<file path="config.mk">
export PLATFORM = sky130hd
export DESIGN_NAME = hazard_stall_ctrl
export DESIGN_NICKNAME = d
export VERILOG_FILES = /design/src/rtl/hazard_stall_ctrl.sv
export SDC_FILE = /design/constraint.sdc
export NUM_CORES = 1
export LEC_CHECK = 0
export BUFFER_PORTS_ARGS = -buffer_cell sky130_fd_sc_hd__buf_2
export CAP_MARGIN = 15
export CELL_PAD_IN_SITES_DETAIL_PLACEMENT = 0
export CELL_PAD_IN_SITES_GLOBAL_PLACEMENT = 1
export CORE_MARGIN = 2
export CORE_UTILIZATION = 30
export CTS_CLUSTER_SIZE = 20
export DETAILED_ROUTE_END_ITERATION = 12
export PLACE_DENSITY_LB_ADDON = 0.1
export SYNTH_ARGS = -nofsm -noshare
export SYNTH_HDL_FRONTEND = slang
export SYNTH_SLANG_ARGS = --single-unit
</file>
<file path="constraint.sdc">
create_clock -name clk -period 5 [get_ports clk]
set_input_delay 0.25 -clock clk [delete_from_list [all_inputs] [get_ports clk]]
set_output_delay 0.25 -clock clk [all_outputs]
set_load 0.01 [all_outputs]
</file>
<file path="src/rtl/hazard_stall_ctrl.sv">
// Pipeline hazard/stall controller: load-use bubbles, data-memory wait freezes,
// taken-branch flushes and halt, plus saturating perf counters.
module hazard_stall_ctrl #(
    parameter int unsigned CNT_W       = 16,
    parameter int unsigned MEM_TIMEOUT = 64
) (
    input  logic             clk,
    input  logic             rst,
    input  logic             r1_hdu_FD,
    input  logic             r2_hdu_FD,
    input  logic [2:0]       readRegSel1_FD,
    input  logic [2:0]       readRegSel2_FD,
    input  logic             memRead_DX,
    input  logic             regWrite_DX,
    input  logic [2:0]       writeRegSel_DX,
    input  logic             mem_req_XM,
    input  logic             mem_done,
    input  logic             branch_taken_XM,
    input  logic             halt_MWB,
    output logic             stall_PC,
    output logic             stall_FD,
    output logic             stall_DX,
    output logic             stall_XM,
    output logic             bubble_DX,
    output logic             flush_FD,
    output logic             flush_DX,
    output logic             halted,
    output logic             mem_timeout,
    output logic [CNT_W-1:0] lu_cnt,
    output logic [CNT_W-1:0] mem_cnt,
    output logic [CNT_W-1:0] flush_cnt
);

    localparam int unsigned WaitW = $clog2(MEM_TIMEOUT + 1);

    typedef enum logic [1:0] {StRun, StMemWait, StHalted} state_e;

    state_e           state_q, state_d;
    logic [WaitW-1:0] wait_q, wait_d;
    logic             timeout_q, timeout_d;
    logic [CNT_W-1:0] lu_q, lu_d, mem_q, mem_d, flush_q, flush_d;

    logic load_use, mem_block, run_eval, freeze;
    logic lu_inc, mem_inc, flush_inc;

    assign load_use  = memRead_DX & regWrite_DX &
                       ((r1_hdu_FD & (readRegSel1_FD == writeRegSel_DX)) |
                        (r2_hdu_FD & (readRegSel2_FD == writeRegSel_DX)));
    assign mem_block = mem_req_XM & ~mem_done;

    always_comb begin
        state_d   = state_q;
        wait_d    = wait_q;
        timeout_d = timeout_q;
        run_eval  = 1'b0;
        freeze    = 1'b0;
        bubble_DX = 1'b0;
        flush_FD  = 1'b0;
        flush_DX  = 1'b0;
        halted    = 1'b0;
        lu_inc    = 1'b0;
        mem_inc   = 1'b0;
        flush_inc = 1'b0;

        unique case (state_q)
            StRun: begin
                run_eval = 1'b1;
                wait_d   = '0;
            end
            StMemWait: begin
                if (!mem_done) begin
                    freeze  = 1'b1;
                    mem_inc = 1'b1;
                    if (wait_q != WaitW'(MEM_TIMEOUT)) wait_d = wait_q + WaitW'(1);
                    if (wait_q >= WaitW'(MEM_TIMEOUT - 1)) timeout_d = 1'b1;
                end else begin
                    // Access completes: pipeline advances and RUN hazards apply now.
                    state_d  = StRun;
                    wait_d   = '0;
                    run_eval = 1'b1;
                end
            end
            StHalted: begin
                freeze = 1'b1;
                halted = 1'b1;
            end
            default: state_d = StRun;
        endcase

        if (run_eval) begin
            if (mem_block) begin
                freeze  = 1'b1;
                mem_inc = 1'b1;
                state_d = StMemWait;
            end else if (branch_taken_XM) begin
                flush_FD  = 1'b1;
                flush_DX  = 1'b1;
                flush_inc = 1'b1;
            end else if (load_use) begin
                bubble_DX = 1'b1;
                lu_inc    = 1'b1;
            end
        end

        if (halt_MWB) state_d = StHalted;

        lu_d    = (lu_inc && lu_q != '1) ? lu_q + CNT_W'(1) : lu_q;
        mem_d   = (mem_inc && mem_q != '1) ? mem_q + CNT_W'(1) : mem_q;
        flush_d = (flush_inc && flush_q != '1) ? flush_q + CNT_W'(1) : flush_q;

        stall_PC = freeze | bubble_DX;
        stall_FD = freeze | bubble_DX;
        stall_DX = freeze;
        stall_XM = freeze;
    end

    always_ff @(posedge clk) begin
        if (rst) begin
            state_q   <= StRun;
            wait_q    <= '0;
            timeout_q <= 1'b0;
            lu_q      <= '0;
            mem_q     <= '0;
            flush_q   <= '0;
        end else begin
            state_q   <= state_d;
            wait_q    <= wait_d;
            timeout_q <= timeout_d;
            lu_q      <= lu_d;
            mem_q     <= mem_d;
            flush_q   <= flush_d;
        end
    end

    assign mem_timeout = timeout_q;
    assign lu_cnt      = lu_q;
    assign mem_cnt     = mem_q;
    assign flush_cnt   = flush_q;

endmodule
</file>
# Word-level counts from Yosys, hierarchy flattened
# Index checks and enable logic that the tools add are counted.
dict set report word_totals {
  ff_bits 58
  in_bits 19
  out_inout_bits 57
}
dict set report op_classes {
  n_addsub 4
  magnitude_cmp 1
  n_eq_ne 9
  muxes 25
  n_bitwise 8
  reduce_logical 9
}
# cell n
set ops {}
lappend ops {{$add 16x1->16 const B} 3}
lappend ops {{$ne 16x16->1 const B} 3}
lappend ops {{$mux 1} 15}
lappend ops {{$mux 7} 2}
lappend ops {{$pmux 7 s2} 1}
lappend ops {{$mux 2} 4}
lappend ops {{$add 7x1->7 const B} 1}
lappend ops {{$ge 7x6->1 const B} 1}
lappend ops {{$ne 7x7->1 const B} 1}
lappend ops {{$eq 3x3->1} 2}
lappend ops {{$and 1x1->1} 5}
lappend ops {{$pmux 1 s2} 2}
lappend ops {{$pmux 2 s2} 1}
lappend ops {{$reduce_or 2->1} 2}
lappend ops {{$logic_and 1x1->1} 3}
lappend ops {{$ne 3x3->1 const B} 1}
lappend ops {{$reduce_and 3->1} 1}
lappend ops {{$eq 2x1->1 const B} 1}
lappend ops {{$eq 2x2->1 const B} 1}
lappend ops {{$logic_not 2->1} 1}
lappend ops {{$or 1x1->1} 2}
lappend ops {{$reduce_and 2->1} 1}
lappend ops {{$reduce_bool 2->1} 1}
lappend ops {{$not 1->1} 1}

# Logic depth before layout (Yosys ltp)
dict set report logic_depth {
  depth_word 9
  mapped_depth 9
}

# Least setup slack after synthesis
# OpenSTA, ideal clock, no wires.
dict set report synth_path {
  path_kind {reg2reg}
  startpoint {reg lu_q[0], in the netlist lu_cnt[0]}
  endpoint {reg lu_q[7], in the netlist lu_cnt[7]}
  setup_time_ns 0.123
  arrival_time_ns 1.977
  slack_ns 2.900
  path_stages_with_launch 7
  n_path_buf 0
  period_less_slack_ns 2.100
  cell_sequence {dfxtp_1 > ha_1 > and4_1 > and2_1 > a221oi_2 > and4_1 > mux2_1}
}
dict set report synth_via {
  elab_chain_len 2
  word_cells_on_any_way 3
  cone_classes {add/sub: 1; eq/ne: 1; reduce/logical: 1}
}
# element line
set synth_lines {}
lappend synth_lines {{from (decl)} 41} ;# logic [CNT_W-1:0] lu_q, lu_d, mem_q, mem_d, flush_q, flush_d;
lappend synth_lines {{from (signal assigned)} 129} ;# lu_q <= lu_d;
lappend synth_lines {{branches (longest 2 deep; another with $add 16x1->16)} -}
# Parallel ways; which one is timed is not known.
# A chain may end at the register's enable or synchronous reset.

# Worst setup path in the final report
dict set report layout_path {
  startpoint {reg state_q[0]}
  endpoint {out stall_FD}
}
dict set report layout_via {
  elab_chain_len 5
  word_cells_on_any_way 9
  cone_classes {eq/ne: 2; mux: 5; bitwise: 1; reduce/logical: 1}
}
# element line
set layout_lines {}
lappend layout_lines {{from (decl)} 38} ;# state_e state_q, state_d;
lappend layout_lines {{from (signal assigned)} 119} ;# state_q <= StRun;
lappend layout_lines {{from (signal assigned)} 126} ;# state_q <= state_d;
lappend layout_lines {{$eq 2x2->1 / $eq 2x1->1 (equally long branches)} 65} ;# unique case (state_q)
lappend layout_lines {{$pmux 1 s2} 65}
lappend layout_lines {{$mux 1} 91} ;# if (mem_block) begin
lappend layout_lines {{$mux 1} 90} ;# if (run_eval) begin
lappend layout_lines {{$or 1x1->1 (*)} 112} ;# stall_FD = freeze | bubble_DX;
lappend layout_lines {{to (decl)} 21} ;# output logic stall_FD,
# Mark *: on every way between the ends. The rest lies on a longest branch, timed or not.

==> impl_metrics.ini <==
[logic_synthesis]
ys_warn_count = 0
yosysTopAreaCell = dfxtp_1
synth-seq-cells = 58
yosysSeqAreaShare_pct = 37.8
synth_nets = 386
synthFlopType = dfxtp_1
syn_area_per_cell_sq_um = 8.57
synth_edf_count = 0
synthTopCellsByArea = dfxtp_1 (38%), xnor2_1 (6.6%), nor2_1 (6.0%)
synth.top_cells.by_count = dfxtp_1 (58), nor2_1 (49), xnor2_1 (23), a21oi_1 (22)
synthCells = 358
ys_types = 56
syn_area_sq_mm = 0.00307
synth_top_area_share_pct = 37.8
synth_async_sr_flop_share_pct = 0
synth_most_common_cell = dfxtp_1

[critical_path]
critPathLaunch = state_q[0]
required_ps = 4750
crit_fanout = 21
end_kind = output pin
reg2regPathDepth = 7
r2r-start = state_q[0]
arrival_ps = 2230
worst_r2r_endpoint = lu_cnt[9]
slowest_stage = a21o_1
endpoint = stall_FD
cp_slowest_stage_delay_ps = 480
r2r_slack_ps = 2720
cp-start-kind = register
crit_chain = inv_1 > ha_1 > and2b_1 > o211ai_2 > a21o_1 > nand2b_1 > buf_2
worstSetupPathType = reg -> out

[hold_path]
hold_path_depth = 2
hp-class = in -> reg

[clock_network]
ctsLongestPathBuffers = 2
cts_tree = yes
holdBufCountCts = 0
clock-sinks = 58
cts_buffers = 9
clk_pin_slew_ps = 60
insertion_delay_ps = 330
cts_root_buffer = clkbuf_8
ctsResizeCount = 0
h-tree-depth = 3
cts_setup_buffers = 0

[detailed_routing]
drtIter0Drc = 71
via_per_inst = 4.93
dr.pass1.iters = 4
wl_per_cell_um = 13.5
antenna_left = 0
route.detailed.drc = 0
wirelength_mm = 7.63
vias = 2795

[floorplan]
num_rows = 36
die_area_sq_mm = 0.0111
ios = 76
initial_core_util_pct = 31.1
core_area_sq_mm = 0.00986
fp.dieH_um = 105
die_w_um = 105

[power_and_ir_drop]
power.density_mw_per_mm2 = 259
total_power_w = 0.000971
peakVddDrop_mv = 0.103
p_leak_nw = 1.50

[global_routing]
antenna_found_initial = 0
grt_overflow = 0
grt_start_max_net_pins = 60
grt_pass1_wl_mm = 12.7
grt.total_usage_pct = 14.1
grt_pass1_vias = 2567

[cells_and_area]
antennaDiodeCount = 0
syn_to_final_growth_pct = 21.9
final_layout_size_suffix_gt1_share_pct = 24.0
nets = 459

[sta]
tns_ps = 0
setup_viol = 0
skew_ps = 8.27
slew_viol_final = 0
rsz0062_at_grt = false
slew_headroom_pct = 47.0
hold_viol = 0
fmax_mhz = 403
min_period_ps = 2480
period_share_pct = 49.7
tightest_slew_ps = 788

[placement]
gp_congestion = 0.760
dpl.hpwl_mm = 5.46
io_buffers = 75

[run]
cap_violations = 0

[status]
status = finished clean
## routing by layer
layer / global-route usage [%] / part of all wire [%] / vias up
met4: 4.57 / 1.1 / 0
met2: 22.4 / 46 / 48
met3: 3.68 / 3.6 / 7
met1: 18.5 / 49 / 1296
met5: 0 / 0 / -
li1: - / - / 1444
## placed cells by master, fill, tap and decap left out, drive strengths merged, types with 12 or more instances in the layout
cell type  synthesis  routed
dfxtp             58      58
a21oi             22      22
buf                7      78
xnor2             23      23
nor2              49      49
nand3             13      13
o31ai             12      12
nand4             14      14
nand2             14      14
## final cells by class
class                   count  area [sq um]
clock inverters             3          40.0
well taps                 133           166
inverters                  11          41.3
fillers                  1039          6120
multi-input cells         273          1780
repair buffers             78           398
flip-flops and latches     58          1160
clock buffers              11           151
## kinds of logic (layout without fill, tap and decap cells)
logic type      count (synthesis)  after routing  share of synthesized area (%)
simple gates                  158            158                           28.3
buf+inv                        27            103                           4.04
mux                             5              5                           1.75
xor+xnor                       34             34                           9.70
fa+ha+maj                       9              9                           3.67
compound gates                 67             67                           14.8
flops                          58             58                           37.8
## sequential cells by signal, summed over array words and instances (netlist names)
name         cells
mem_cnt         16
state_q          2
wait_q           7
lu_cnt          16
flush_cnt       16
mem_timeout      1
## worst min-delay path by stage
stage,start,endpoint
floorplan,halt_MWB,state_q[0]
finish,halt_MWB,state_q[0]
global route,halt_MWB,state_q[0]
detailed placement,halt_MWB,state_q[0]
global placement,halt_MWB,state_q[0]
CTS,halt_MWB,state_q[0]
## metrics by stage
step	hold WS, ps	cells	area [sq um]	worst slack (ps)	util [%]
global placement	437	553	3550	2800	36.0
CTS	80.2	567	3740	2460	37.9
global route	93.4	567	3740	2280	37.9
finish	99.0	567	3740	2520	37.9
floorplan	328	358	3070	2900	-
detailed placement	436	553	3550	2690	36.0
## critical path, delay by kind of cell, from the launching register on
kind	cells	cell delay, ps
flops	1	360
fa+ha+maj	1	280
compound gates	2	690
simple gates	2	340
buf+inv	2	240
## power breakdown
part	switching, W	internal (W)	leakage (nW)
sequential	0.00000376	0.000465	0.468
clock	0.000185	0.000250	0.101
combinational	0.0000398	0.0000259	0.930
total	0.000229	0.000741	1.50
Power figures use the tool's default switching activity.
